## config.mk

```make
export PLATFORM = sky130hd
export DESIGN_NAME = ad9826_cfg_sequencer
export DESIGN_NICKNAME = d
export VERILOG_FILES = /design/src/rtl/ad9826_cfg_sequencer.sv
export SDC_FILE = /design/constraint.sdc
export NUM_CORES = 1
export LEC_CHECK = 0
export ABC_CLOCK_PERIOD_IN_PS = 2800
export CORE_MARGIN = 1
export CORE_UTILIZATION = 50
export CTS_CLUSTER_SIZE = 40
export DETAILED_ROUTE_END_ITERATION = 10
export PLACE_DENSITY = 0.74
export RECOVER_POWER = 100
export SYNTH_ARGS = -nofsm -noshare
export SYNTH_HDL_FRONTEND = slang
export SYNTH_SLANG_ARGS = --single-unit
```

## constraint.sdc

```tcl
create_clock -name clk -period 2.8 [get_ports clk]
set_clock_uncertainty 0.15 [all_clocks]
set_input_delay 0.84 -clock clk [delete_from_list [all_inputs] [get_ports clk]]
set_output_delay 0.84 -clock clk [all_outputs]
set_load 0.01 [all_outputs]
```

## src/rtl/ad9826_cfg_sequencer.sv

```systemverilog
// Sequencer in front of the AD9826 serial-config engine: keeps a shadow of the
// eight config registers, sweeps them after reset/resync and serves host accesses.
module ad9826_cfg_sequencer #(
    parameter logic [71:0] INIT_VALUES = 72'h0,
    parameter int unsigned TIMEOUT     = 1024,
    parameter bit          VERIFY      = 1'b1
) (
    input  logic        clk,
    input  logic        reset,
    input  logic        resync,
    input  logic        req_valid,
    output logic        req_ready,
    input  logic        req_rw,
    input  logic [2:0]  req_addr,
    input  logic [8:0]  req_data,
    output logic        rsp_valid,
    input  logic        rsp_ready,
    output logic [8:0]  rsp_data,
    output logic [15:0] cfg_word,
    output logic        cfg_toggle,
    input  logic        cfg_busy,
    input  logic        cfg_out_avail,
    input  logic [15:0] cfg_out_data,
    output logic        cfg_out_recieved,
    output logic        init_done,
    output logic        error,
    output logic [2:0]  err_addr
);

    localparam int unsigned NREG = 8;
    localparam int unsigned AW   = 3;
    localparam int unsigned DW   = 9;
    localparam int unsigned CW   = (TIMEOUT < 2) ? 1 : $clog2(TIMEOUT + 1);
    localparam logic [CW-1:0] CNT_LAST = CW'(TIMEOUT - 1);

    typedef enum logic [2:0] {
        S_IDLE,
        S_INIT,
        S_ISSUE,
        S_WAIT_BUSY_LO,
        S_WAIT_AVAIL,
        S_ACK,
        S_RESP
    } state_e;

    state_e          state_q, state_d;
    logic [AW-1:0]   idx_q, idx_d;
    logic            verify_ph_q, verify_ph_d;
    logic            sweep_q, sweep_d;
    logic            resync_pend_q, resync_pend_d;
    logic            lo_seen_q, lo_seen_d;
    logic [CW-1:0]   cnt_q, cnt_d;
    logic [15:0]     word_q, word_d;
    logic            toggle_q, toggle_d;
    logic            recv_q, recv_d;
    logic [DW-1:0]   rdata_q, rdata_d;
    logic            rsp_valid_q, rsp_valid_d;
    logic [DW-1:0]   rsp_data_q, rsp_data_d;
    logic            init_done_q, init_done_d;
    logic            error_q, error_d;
    logic [AW-1:0]   err_addr_q, err_addr_d;
    logic [DW-1:0]   shadow_q [NREG];
    logic            shadow_we;
    logic            sweep_next;
    logic            abort;
    logic            timeout;

    logic            busy_m_q, busy_s_q;
    logic            avail_m_q, avail_s_q;
    logic [DW-1:0]   data_m_q, data_s_q;
    logic            unused_cfg_hi;

    assign unused_cfg_hi = ^cfg_out_data[15:9];

    // Engine runs on its own serial clock: two-flop synchronizers on its outputs.
    always_ff @(posedge clk) begin
        if (reset) begin
            busy_m_q  <= 1'b0;
            busy_s_q  <= 1'b0;
            avail_m_q <= 1'b0;
            avail_s_q <= 1'b0;
            data_m_q  <= '0;
            data_s_q  <= '0;
        end else begin
            busy_m_q  <= cfg_busy;
            busy_s_q  <= busy_m_q;
            avail_m_q <= cfg_out_avail;
            avail_s_q <= avail_m_q;
            data_m_q  <= cfg_out_data[DW-1:0];
            data_s_q  <= data_m_q;
        end
    end

    always_ff @(posedge clk) begin
        if (reset) begin
            for (int i = 0; i < int'(NREG); i++) begin
                shadow_q[i] <= INIT_VALUES[DW*i +: DW];
            end
        end else if (shadow_we) begin
            shadow_q[req_addr] <= req_data;
        end
    end

    always_ff @(posedge clk) begin
        if (reset) begin
            state_q       <= S_INIT;
            idx_q         <= '0;
            verify_ph_q   <= 1'b0;
            sweep_q       <= 1'b1;
            resync_pend_q <= 1'b0;
            lo_seen_q     <= 1'b0;
            cnt_q         <= '0;
            word_q        <= '0;
            toggle_q      <= 1'b0;
            recv_q        <= 1'b0;
            rdata_q       <= '0;
            rsp_valid_q   <= 1'b0;
            rsp_data_q    <= '0;
            init_done_q   <= 1'b0;
            error_q       <= 1'b0;
            err_addr_q    <= '0;
        end else begin
            state_q       <= state_d;
            idx_q         <= idx_d;
            verify_ph_q   <= verify_ph_d;
            sweep_q       <= sweep_d;
            resync_pend_q <= resync_pend_d;
            lo_seen_q     <= lo_seen_d;
            cnt_q         <= cnt_d;
            word_q        <= word_d;
            toggle_q      <= toggle_d;
            recv_q        <= recv_d;
            rdata_q       <= rdata_d;
            rsp_valid_q   <= rsp_valid_d;
            rsp_data_q    <= rsp_data_d;
            init_done_q   <= init_done_d;
            error_q       <= error_d;
            err_addr_q    <= err_addr_d;
        end
    end

    always_comb begin
        state_d       = state_q;
        idx_d         = idx_q;
        verify_ph_d   = verify_ph_q;
        sweep_d       = sweep_q;
        resync_pend_d = resync_pend_q | (resync && (state_q != S_IDLE));
        lo_seen_d     = lo_seen_q;
        cnt_d         = cnt_q;
        word_d        = word_q;
        toggle_d      = toggle_q;
        recv_d        = recv_q;
        rdata_d       = rdata_q;
        rsp_valid_d   = rsp_valid_q;
        rsp_data_d    = rsp_data_q;
        init_done_d   = init_done_q;
        error_d       = error_q;
        err_addr_d    = err_addr_q;
        shadow_we     = 1'b0;
        sweep_next    = 1'b0;
        abort         = 1'b0;
        timeout       = (cnt_q == CNT_LAST);

        case (state_q)
            S_IDLE: begin
                if (resync || resync_pend_q) begin
                    state_d       = S_INIT;
                    idx_d         = '0;
                    verify_ph_d   = 1'b0;
                    sweep_d       = 1'b1;
                    resync_pend_d = 1'b0;
                    init_done_d   = 1'b0;
                    error_d       = 1'b0;
                end else if (req_valid) begin
                    word_d    = {req_rw, req_addr, 3'b000, req_rw ? 9'h000 : req_data};
                    shadow_we = ~req_rw;
                    toggle_d  = 1'b1;
                    state_d   = S_ISSUE;
                end
            end
            S_INIT: begin
                word_d   = verify_ph_q ? {1'b1, idx_q, 3'b000, 9'h000}
                                       : {1'b0, idx_q, 3'b000, shadow_q[idx_q]};
                toggle_d = 1'b1;
                state_d  = S_ISSUE;
            end
            S_ISSUE: begin
                // Require busy low then high so a stale busy from an aborted op is not taken as an ack.
                if (timeout) begin
                    abort = 1'b1;
                end else if (busy_s_q && lo_seen_q) begin
                    toggle_d = 1'b0;
                    state_d  = word_q[15] ? S_WAIT_AVAIL : S_WAIT_BUSY_LO;
                end else if (!busy_s_q) begin
                    lo_seen_d = 1'b1;
                end
            end
            S_WAIT_BUSY_LO: begin
                if (timeout) begin
                    abort = 1'b1;
                end else if (!busy_s_q) begin
                    if (!sweep_q) begin
                        state_d = S_IDLE;
                    end else if (VERIFY) begin
                        verify_ph_d = 1'b1;
                        state_d     = S_INIT;
                    end else begin
                        sweep_next = 1'b1;
                    end
                end
            end
            S_WAIT_AVAIL: begin
                if (timeout) begin
                    abort = 1'b1;
                end else if (avail_s_q) begin
                    rdata_d = data_s_q;
                    recv_d  = 1'b1;
                    state_d = S_ACK;
                end
            end
            S_ACK: begin
                if (timeout) begin
                    abort = 1'b1;
                end else if (!avail_s_q) begin
                    recv_d = 1'b0;
                    if (sweep_q) begin
                        if (rdata_q != shadow_q[idx_q]) begin
                            error_d    = 1'b1;
                            err_addr_d = idx_q;
                        end
                        sweep_next = 1'b1;
                    end else begin
                        rsp_valid_d = 1'b1;
                        rsp_data_d  = rdata_q;
                        state_d     = S_RESP;
                    end
                end
            end
            S_RESP: begin
                if (rsp_ready) begin
                    rsp_valid_d = 1'b0;
                    state_d     = S_IDLE;
                end
            end
            default: state_d = S_IDLE;
        endcase

        // Engine never acknowledged: flag it and move on without the handshake.
        if (abort) begin
            toggle_d   = 1'b0;
            recv_d     = 1'b0;
            error_d    = 1'b1;
            err_addr_d = word_q[14:12];
            if (sweep_q) begin
                sweep_next = 1'b1;
            end else if (word_q[15]) begin
                rsp_valid_d = 1'b1;
                rsp_data_d  = 9'h1FF;
                state_d     = S_RESP;
            end else begin
                state_d = S_IDLE;
            end
        end

        if (sweep_next) begin
            verify_ph_d = 1'b0;
            if (idx_q == AW'(NREG - 1)) begin
                sweep_d     = 1'b0;
                init_done_d = 1'b1;
                state_d     = S_IDLE;
            end else begin
                idx_d   = idx_q + AW'(1);
                state_d = S_INIT;
            end
        end

        if (state_d != state_q) begin
            cnt_d = '0;
            if (state_d == S_ISSUE) begin
                lo_seen_d = 1'b0;
            end
        end else if (state_q inside {S_ISSUE, S_WAIT_BUSY_LO, S_WAIT_AVAIL, S_ACK}) begin
            cnt_d = cnt_q + CW'(1);
        end
    end

    // resync wins over a simultaneous request, so ready is gated by it directly.
    assign req_ready        = (state_q == S_IDLE) && !resync && !resync_pend_q && !reset;
    assign rsp_valid        = rsp_valid_q;
    assign rsp_data         = rsp_data_q;
    assign cfg_word         = word_q;
    assign cfg_toggle       = toggle_q;
    assign cfg_out_recieved = recv_q;
    assign init_done        = init_done_q;
    assign error            = error_q;
    assign err_addr         = err_addr_q;

endmodule
```

==> results.sh, run 1 <==
export IMPL_worst_skew_pair_late_latency_ns=0.42
export IMPL_htree_levels=4
export IMPL_io_buffers=59
export IMPL_grt_max_degree=83
export IMPL_cts_sinks=154
export IMPL_clkPwrFrac_pct=42.8
export IMPL_drc=0
export IMPL_start_kind="flip-flop"
export IMPL_antenna_found_initial=0
export IMPL_track_usage_pct=24.85
export IMPL_area_growth_syn_to_layout_pct=26.48
export IMPL_async_flop_share_pct=0
export IMPL_die_area_mm2=0.01422
export IMPL_clkTransAtPathRegs_ns=0.06
export IMPL_met1_usage_pct=34.32
export IMPL_insertedDiodeCount=0
export IMPL_holdBufCountCts=0
export IMPL_fin_crit_sh_pct=101.2
export IMPL_criticalPathCategory="reg2reg"
export IMPL_fin_ws_ns=-0.03403
export IMPL_cp_required_ns=2.96
export IMPL_timing_final_crit_period_ns=2.834
export IMPL_critPathArrivalTime_ns=2.99
export IMPL_pwr_share_comb_pct=11.1
export IMPL_reg2reg_setup_slack_ns=-0.03
export IMPL_worstMarginPinSlew_ns=0.8314
export IMPL_p_leak_nw=3.319
export IMPL_min_path_type="reg2reg"
export IMPL_die_h_um=119.3
export IMPL_netSwitchingFraction_pct=22.95
export IMPL_report_final_slew_viol_count=0
export IMPL_final_cell_count_no_fill=921
export IMPL_p_int_w=0.004182
export IMPL_post_dp_cell_area_mm2=0.007944
export IMPL_antenna_left=0
export IMPL_drt_pass1_iter_count=5
export IMPL_ys_ff_latch=154
export IMPL_drv_cap=0
export IMPL_vias=5296
export IMPL_setup_viol=3
export IMPL_final_setup_tns_ns=-0.05719
export IMPL_synth_top_area_share_pct=31.45
export IMPL_syn_avg_cell_area_um2=10.89
export IMPL_vdd_drop_max_mv=0.4557
export IMPL_gr_max_usage_layer="met2"
export IMPL_fp_row_count=42
export IMPL_yosysTopAreaCell="edfxtp_1"
export IMPL_drive_gt1_share_pct=17.99
export IMPL_dp_cells=886
export IMPL_drt_iter0_markers=489
export IMPL_p_sw_w=0.001246
export IMPL_power_frac_seq_pct=46.1
export IMPL_violations="negative setup slack"
export IMPL_via_per_inst=5.750
export IMPL_postLayoutCellArea_mm2=0.008695
export IMPL_holdPathStages=1
export IMPL_ios=70
export IMPL_numCtsBuffers=17
export IMPL_grt_remaining_overflow=0
export IMPL_grt_pass1_vias=5059
export IMPL_use_met2_pct=38.05
export IMPL_r2r_cells=7
export IMPL_start_util_pct=51.50
export IMPL_synthesis_area_mm2=0.006874
export IMPL_cts_tree="built"
export IMPL_crit_start="idx_q[0]"
export IMPL_rr_endpoint="err_addr[0]"
export IMPL_gp_congestion=0.8674
export IMPL_cts_path_max_buffers=2
export IMPL_status="finished with violations"
export IMPL_end_kind="flip-flop"
export IMPL_num_nets_final=771
export IMPL_core_area_mm2=0.01335
export IMPL_syn_inst=631
export IMPL_routed_wl_mm=17.33
export IMPL_place_ws_ns=-0.4380
export IMPL_root_buffer="clkbuf_16"
export IMPL_dp_hpwl_mm=12.12
export IMPL_max_freq_ghz=0.3529
export IMPL_grt_pass1_wl_mm=26.39
export IMPL_r2r_start="idx_q[0]"
export IMPL_slew_limit_headroom_pct=44.57
export IMPL_cp_endpoint="err_addr[0]"
export IMPL_routedWlPerCell_um=18.82
export IMPL_finalHoldViolations=0
export IMPL_power_density_mw_per_mm2=624.3
export IMPL_synth_edf_count=72
export IMPL_die_w_um=119.3
export IMPL_ys_types=58
export IMPL_rsz0062_at_grt="yes"
export IMPL_synthTopCellsByArea="edfxtp_1, dfxtp_1, and2_1, mux2i_1, nor2_1"
export IMPL_ys_seq_area_share_pct=55.33
export IMPL_ys_flop_type="dfxtp_1"
export IMPL_grt_util_met3_pct=4.454
export IMPL_crit_fanout=6
export IMPL_synth_warnings=0
-- cells in the mapped netlist, drive strengths merged (2+ instances only) --
cell type   n
mux2       10
edfxtp     72
a211oi      7
a221oi     11
o21ai       7
nor4        3
o31a        2
xnor2       7
o22a        4
o22ai       3
a31oi      13
nand2      41
buf        10
and3        5
or2         9
dfxtp      82
o2bb2ai     2
nand4       7
and4        2
nor3       26
nand3b      3
mux2i      30
nor2b      30
nor2       59
nand3      10
clkbuf     24
a21oi      10
o31ai       3
a2111oi     3
inv         4
nor3b       5
a41oi       3
nand2b      9
xor2       13
o211ai      2
ha          3
mux4        6
and2       74
or3         3
-- placed cells by master (no fill, tap or decap), types with 13 or more instances in the layout --
cell type,netlist,routed
nand2_1,41,40
clkbuf_16,0,19
and2_1,74,74
nor3_1,26,24
xor2_1,13,13
clkdlybuf4s50_1,0,57
buf_4,5,52
nor2_1,59,59
a31oi_1,13,13
dfxtp_1,82,79
nor2b_1,30,29
mux2i_1,29,29
edfxtp_1,72,72
-- metrics by stage --
step	hold slack (ns)	util (%)	power, W
after global routing	0.3076	65.14	0.005591
after detailed placement	0.2718	59.51	0.003124
after floorplan	0.2638	-	0.002845
after CTS	0.2851	64.32	0.005425
final	0.2823	65.14	0.005428
after global placement	0.2720	59.51	0.003114
-- power by group through the flow --
stage / clock (W) / combinational, W / sequential, W
final: 0.00233 / 0.000601 / 0.00250
after global routing: 0.00244 / 0.000646 / 0.00251
after CTS: 0.00234 / 0.000582 / 0.00250
after detailed placement: 0 / 0.000575 / 0.00255
after global placement: 0 / 0.000569 / 0.00255
after floorplan: 0 / 0.000297 / 0.00255
-- area by class of cell --
class | instances | area [µm²]
Fill cell | 1024 | 4653
Sequential cell | 154 | 3812
Multi-Input combinational cell | 441 | 3014
Timing Repair Buffer | 114 | 1027
Clock buffer | 26 | 521.8
Tap cell | 176 | 220.2
Clock inverter | 6 | 83.83
Inverter | 4 | 15.01
-- critical path, cell delays in order, from the launching register on --
cell and delay, ns:
dfxtp_4 0.39, buf_12 0.13, mux4_2 0.52, mux2i_4 0.20
xnor2_1 0.10, or4_4 0.49, o41a_1 0.49, o22a_1 0.25
-- registers in the layout, summed over array words and instances, names as in the netlist, 9 cells and up --
signal and flops:
cnt_q 11, cfg_word 13, shadow_q 72, rsp_data 9, data_s_q 9, data_m_q 9
rdata_q 9
-- logic make-up after synthesis --
kind of cell / after synthesis / share of synthesized area (%)
xor+xnor: 20 / 2.548
mux: 46 / 8.154
other cells: 1 / 0.05455
buf+inv: 38 / 2.512
fa+ha+maj: 3 / 0.5461
flops: 154 / 55.33
simple gates: 290 / 22.48
compound gates: 79 / 8.373
-- repair_timing --
action,in CTS,in global routing
setup endpoints to repair,15,42
pin swaps,2,7
gates cloned,0,1
buffers inserted,1,1
gates resized for setup,13,18
-- metal layers --
layer	part of all wire, %	up-vias
met5	0	-
met4	2.5	0
met3	8.5	39
met2	46	228
met1	43	2562
li1	-	2467
-- worst min-delay path by stage --
| stage | start | slack [ns] | to |
|---|---|---|---|
| after CTS | data_m_q[6] | 0.29 | data_s_q[6] |
| final | data_m_q[6] | 0.28 | data_s_q[6] |
| after global routing | data_m_q[7] | 0.31 | data_s_q[7] |
| after floorplan | avail_m_q | 0.26 | avail_s_q |
| after global placement | busy_m_q | 0.27 | busy_s_q |
| after detailed placement | data_m_q[6] | 0.27 | data_s_q[6] |
Power figures use the tool's default switching activity.
==> run 2: changes to the inputs <==
ABC_CLOCK_PERIOD_IN_PS = 2350   (was 2800)
SLEW_MARGIN = 20   (was default)
clock period = 2.35 ns   (was 2.8 ns; I/O delays follow)
==> run 2 against run 1 <==
Effect of this change:
- the run still ends with negative setup slack left
- die area unchanged
- critical path depth increased by 2
- largest power group unchanged
- combinational power increased by 35%
==> results.sh, run 2 (synthesis gave the netlist of run 1 again) <==
export IMPL_finalHoldViolations=0
export IMPL_criticalPathCategory="reg2reg"
export IMPL_holdBufCountCts=0
export IMPL_status="finished with violations"
export IMPL_power_frac_seq_pct=45.3
export IMPL_drt_iter0_markers=348
export IMPL_grt_pass1_wl_mm=28.70
export IMPL_routed_wl_mm=18.70
export IMPL_report_final_slew_viol_count=0
export IMPL_track_usage_pct=26.87
export IMPL_area_growth_syn_to_layout_pct=37.31
export IMPL_setup_viol=91
export IMPL_io_buffers=59
export IMPL_grt_pass1_vias=5432
export IMPL_cpMostUsedCell="buf_12"
export IMPL_largest_register_ffs=72
export IMPL_start_kind="flip-flop"
export IMPL_violations="negative setup slack"
export IMPL_antenna_left=0
export IMPL_end_kind="flip-flop"
export IMPL_root_buffer="clkbuf_16"
export IMPL_clkTransAtPathRegs_ns=0.07
export IMPL_ios=70
export IMPL_fin_ws_ns=-0.3496
export IMPL_htree_levels=4
export IMPL_worst_skew_pair_late_latency_ns=0.43
export IMPL_clkPwrFrac_pct=42.3
export IMPL_drive_gt1_share_pct=28.97
export IMPL_core_area_mm2=0.01335
export IMPL_cts_sinks=154
export IMPL_vdd_drop_max_mv=0.5655
export IMPL_rsz0062_at_grt="yes"
export IMPL_pwr_share_comb_pct=12.3
export IMPL_die_area_mm2=0.01422
export IMPL_final_common_cell="buf_4"
export IMPL_via_per_inst=5.621
export IMPL_fillers=968
export IMPL_drc=0
export IMPL_numCtsBuffers=17
export IMPL_num_nets_final=820
export IMPL_cts_tree="built"
export IMPL_timing_final_crit_period_ns=2.700
export IMPL_start_util_pct=51.50
export IMPL_cpLargestDelayFamily="compound AO/OA/AOI/OAI gates"
export IMPL_die_h_um=119.3
export IMPL_grt_remaining_overflow=0
export IMPL_multi_input_area_mm2=0.003368
export IMPL_crit_fanout=15
export IMPL_slowest_delay_ns=0.42
export IMPL_fp_row_count=42
export IMPL_worstMarginPinSlew_ns=0.9902
export IMPL_cts_path_max_buffers=2
export IMPL_final_cell_mix="buf_4, dfxtp_1, edfxtp_1"
export IMPL_netSwitchingFraction_pct=26.29
export IMPL_power_density_mw_per_mm2=696.6
export IMPL_path_cells="buf_12, buf_12, buf_4, mux2i_2, a221oi_4, xor2_1, or4_4, o41a_1, o22a_1"
export IMPL_p_leak_nw=3.691
export IMPL_antenna_found_initial=0
export IMPL_hold_slack_ns=0.2857
export IMPL_p_int_w=0.004847
export IMPL_routedWlPerCell_um=19.27
export IMPL_max_freq_ghz=0.3704
export IMPL_insertedDiodeCount=0
export IMPL_seq_area_mm2=0.003816
export IMPL_cp_required_ns=2.52
export IMPL_drv_cap=0
export IMPL_cp_num_buf_inv=3
export IMPL_regMostFlops="shadow_q"
export IMPL_drt_pass1_iter_count=5
export IMPL_slew_limit_headroom_pct=33.99
export IMPL_dp_hpwl_mm=12.48
export IMPL_critPathArrivalTime_ns=2.87
export IMPL_die_w_um=119.3
export IMPL_grt_max_degree=54
export IMPL_vias=5452
export IMPL_min_path_type="reg2reg"
export IMPL_fin_crit_sh_pct=114.9
export IMPL_slowest_stage="or4_4"
export IMPL_finish_utilization_pct=70.72
export IMPL_gp_congestion=0.8609
export IMPL_p_sw_w=0.001729
-- run 2: worst paths after layout --
path             start           to  slack, ns  depth (start not counted)
max reg2reg   idx_q[2]  err_addr[1]      -0.35                          9
min          avail_m_q    avail_s_q       0.29                          1
min reg2reg  avail_m_q    avail_s_q       0.29                          1
max           idx_q[2]  err_addr[1]      -0.35                          9
-- run 2: timing repair --
action | CTS | global route
cloned | 1 | 0
resized for setup | 43 | 74
setup buffers | 8 | 10
pin swaps | 8 | 19
endpoints found under the setup margin | 91 | 80
-- run 2: power by group through the flow --
stage	Clock [W]	Combinational, W	Sequential (W)
after floorplan	0	0.000358	0.00304
after global placement	0	0.000710	0.00303
after detailed placement	0	0.000726	0.00303
after CTS	0.00280	0.000769	0.00298
after global routing	0.00294	0.000868	0.00299
final	0.00278	0.000811	0.00298
-- run 2: stage by stage --
step | setup WS [ns] | area [µm²] | setup TNS (ns) | power (W) | std cells
after detailed placement | -0.6927 | 8264 | -81.73 | 0.003760 | 919
after CTS | -0.3268 | 9087 | -1.349 | 0.006546 | 960
after global placement | -0.6814 | 8264 | -74.45 | 0.003740 | 919
after global routing | -0.4127 | 9439 | -18.20 | 0.006796 | 970
after floorplan | -0.1676 | 6992 | -0.6896 | 0.003395 | 633
final | -0.3496 | 9439 | -7.959 | 0.006575 | 970
-- run 2: worst register-to-register path, delay by kind of cell, from the launching register on --
family	cells	cell delay (ns)
AOI/OAI and AO/OA	3	0.96
buffers and inverters	3	0.42
and+or+nand+nor	1	0.42
DFF	1	0.37
muxes	1	0.16
xor gates and xnor gates	1	0.11
-- run 2: final cells by class --
class | count | share of cell area [%]
sequential | 154 | 40.43
clock buffer | 18 | 4.653
tap | 176 | 2.333
clock inverter | 14 | 1.763
inverter | 4 | 0.1591
multi-input combinational | 441 | 35.68
timing repair buffer | 163 | 14.98
-- run 2: routing by layer --
metal  wire [µm]  global-route usage (%)
met5           0                       0
met2        9368                   44.80
met4         382                   8.149
met1        7653                   34.57
met3        1290                   6.322
==> run 3: changes to the inputs <==
CTS_CLUSTER_SIZE = 14   (was 40)
SETUP_SLACK_MARGIN = 0.2   (was default)
==> run 3 against run 2 <==
Effect of this change:
- the flow still finishes with violations (negative setup slack)
- global-route usage down 1.3 points
- non-clock buffer count down 12
- die area unchanged
- critical path depth down 2
- largest cell class unchanged
==> results.sh, run 3 (synthesis gave the netlist of run 1 again) <==
export IMPL_status="finished with violations"
export IMPL_violations="negative setup slack"
export IMPL_power_w=0.006461
export IMPL_final_cell_mix="buf_4, dfxtp_1, edfxtp_1"
export IMPL_r2r_cells=7
export IMPL_power_frac_seq_pct=46.1
export IMPL_critPathArrivalTime_ns=2.83
export IMPL_start_kind="flip-flop"
export IMPL_timing_final_crit_period_ns=2.665
export IMPL_numCtsBuffers=17
export IMPL_multi_input_area_mm2=0.003423
export IMPL_fp_row_count=42
export IMPL_die_area_mm2=0.01422
export IMPL_routedWlPerCell_um=19.32
export IMPL_seq_area_mm2=0.003826
export IMPL_grt_pass1_vias=5281
export IMPL_fin_ws_ns=-0.3154
export IMPL_area_growth_syn_to_layout_pct=35.58
export IMPL_gp_congestion=0.9236
export IMPL_final_common_cell="buf_4"
export IMPL_end_kind="flip-flop"
export IMPL_rsz0062_at_grt="yes"
export IMPL_largest_register_ffs=72
export IMPL_rr_endpoint="err_addr[0]"
export IMPL_criticalPathCategory="reg2reg"
export IMPL_ios=70
export IMPL_antenna_found_initial=0
export IMPL_grt_remaining_overflow=0
export IMPL_crit_fanout=10
export IMPL_drv_cap=0
export IMPL_worstMarginPinSlew_ns=0.6429
export IMPL_holdPathStages=1
export IMPL_netSwitchingFraction_pct=25.81
export IMPL_cp_required_ns=2.51
export IMPL_root_buffer="clkbuf_16"
export IMPL_p_sw_w=0.001667
export IMPL_min_from="avail_m_q"
export IMPL_cts_tree="built"
export IMPL_start_util_pct=51.50
export IMPL_power_density_mw_per_mm2=693.3
export IMPL_cts_path_max_buffers=2
export IMPL_min_path_type="reg2reg"
export IMPL_insertedDiodeCount=0
export IMPL_grt_pass1_wl_mm=27.48
export IMPL_report_final_slew_viol_count=0
export IMPL_setup_viol=28
export IMPL_drive_gt1_share_pct=31.13
export IMPL_worst_skew_pair_late_latency_ns=0.43
export IMPL_place_ws_ns=-0.6927
export IMPL_track_usage_pct=25.58
export IMPL_fin_crit_sh_pct=113.4
export IMPL_finish_utilization_pct=69.83
export IMPL_regMostFlops="shadow_q"
export IMPL_htree_levels=4
export IMPL_finalHoldViolations=0
export IMPL_clkTransAtPathRegs_ns=0.06
export IMPL_grt_max_degree=62
export IMPL_holdBufCountCts=0
export IMPL_routed_wl_mm=18.61
export IMPL_io_buffers=59
export IMPL_slew_limit_headroom_pct=57.14
export IMPL_cts_sinks=154
export IMPL_drt_pass1_iter_count=5
export IMPL_hold_end="avail_s_q"
export IMPL_die_w_um=119.3
export IMPL_antenna_left=0
export IMPL_vias=5525
export IMPL_via_per_inst=5.737
export IMPL_die_h_um=119.3
export IMPL_p_leak_nw=3.719
export IMPL_reg2reg_setup_slack_ns=-0.32
export IMPL_drt_iter0_markers=461
export IMPL_num_nets_final=813
export IMPL_dp_hpwl_mm=12.16
export IMPL_drc=0
export IMPL_vdd_drop_max_mv=0.4598
export IMPL_r2r_start="idx_q[2]"
export IMPL_max_freq_ghz=0.3752
export IMPL_clkPwrFrac_pct=41.2
export IMPL_p_int_w=0.004794
export IMPL_core_area_mm2=0.01335
export IMPL_fillers=967
export IMPL_pwr_share_comb_pct=12.7
-- run 3: per-stage QoR --
| step | hold WS (ns) | instance area (µm²) | std cells | TNS [ns] |
|---|---|---|---|---|
| after global placement | 0.2686 | 8300 | 913 | -64.57 |
| after floorplan | 0.2638 | 7104 | 633 | -0.6569 |
| after CTS | 0.2829 | 9106 | 958 | -1.207 |
| after global routing | 0.2989 | 9320 | 963 | -5.753 |
| after detailed placement | 0.2720 | 8300 | 913 | -78.09 |
| final | 0.2826 | 9320 | 963 | -1.932 |
-- run 3: how the worst max path moves through the flow --
stage | from | to | slack (ns) | cells after the start
after floorplan | idx_q[0] | err_addr[2] | -0.17 | 7
after global routing | idx_q[0] | err_addr[1] | -0.37 | 8
after detailed placement | resync | req_ready | -0.69 | 3
after CTS | idx_q[0] | err_addr[1] | -0.31 | 6
final | idx_q[2] | err_addr[0] | -0.32 | 7
after global placement | resync | req_ready | -0.65 | 3
-- run 3: power groups by stage --
stage	clock network [W]	logic (W)	registers [W]
2_1_floorplan	0	0.000379	0.00304
3_3_place_gp	0	0.000724	0.00303
3_5_place_dp	0	0.000738	0.00304
4_1_cts	0.00267	0.000774	0.00298
5_1_grt	0.00279	0.000881	0.00299
6_report	0.00266	0.000824	0.00298
-- run 3: per-layer routing --
metal  vias up  routed length, µm  track usage, %
li1       2564                  -               -
met3        37               1351           4.789
met1      2673               7736           33.24
met2       251               9142           42.26
met5         -                  0               0
met4         0                376           9.810
-- run 3: cell type report --
cell class              count  share of cell area (%)
clock buffers              18                   4.712
clock inverters            14                   1.423
inverters                   4                  0.1611
multi-input cells         446                   36.73
flip-flops and latches    154                   41.05
well taps                 176                   2.363
repair buffers            151                   13.56
-- run 3: worst max-delay path: stages (launching register included) --
cell	delay (ns)
dfxtp_4	0.40
buf_4	0.21
and3_1	0.22
nor4_4	0.41
xor2_1	0.11
or3_4	0.36
o41a_1	0.47
o22a_1	0.22
-- run 3: what timing repair did --
item                       4_1_cts  5_1_grt
setup buffers                    8        2
setup endpoints to repair      198      163
pin swaps                       10        8
resized for setup               80       77
gates cloned                     5        3
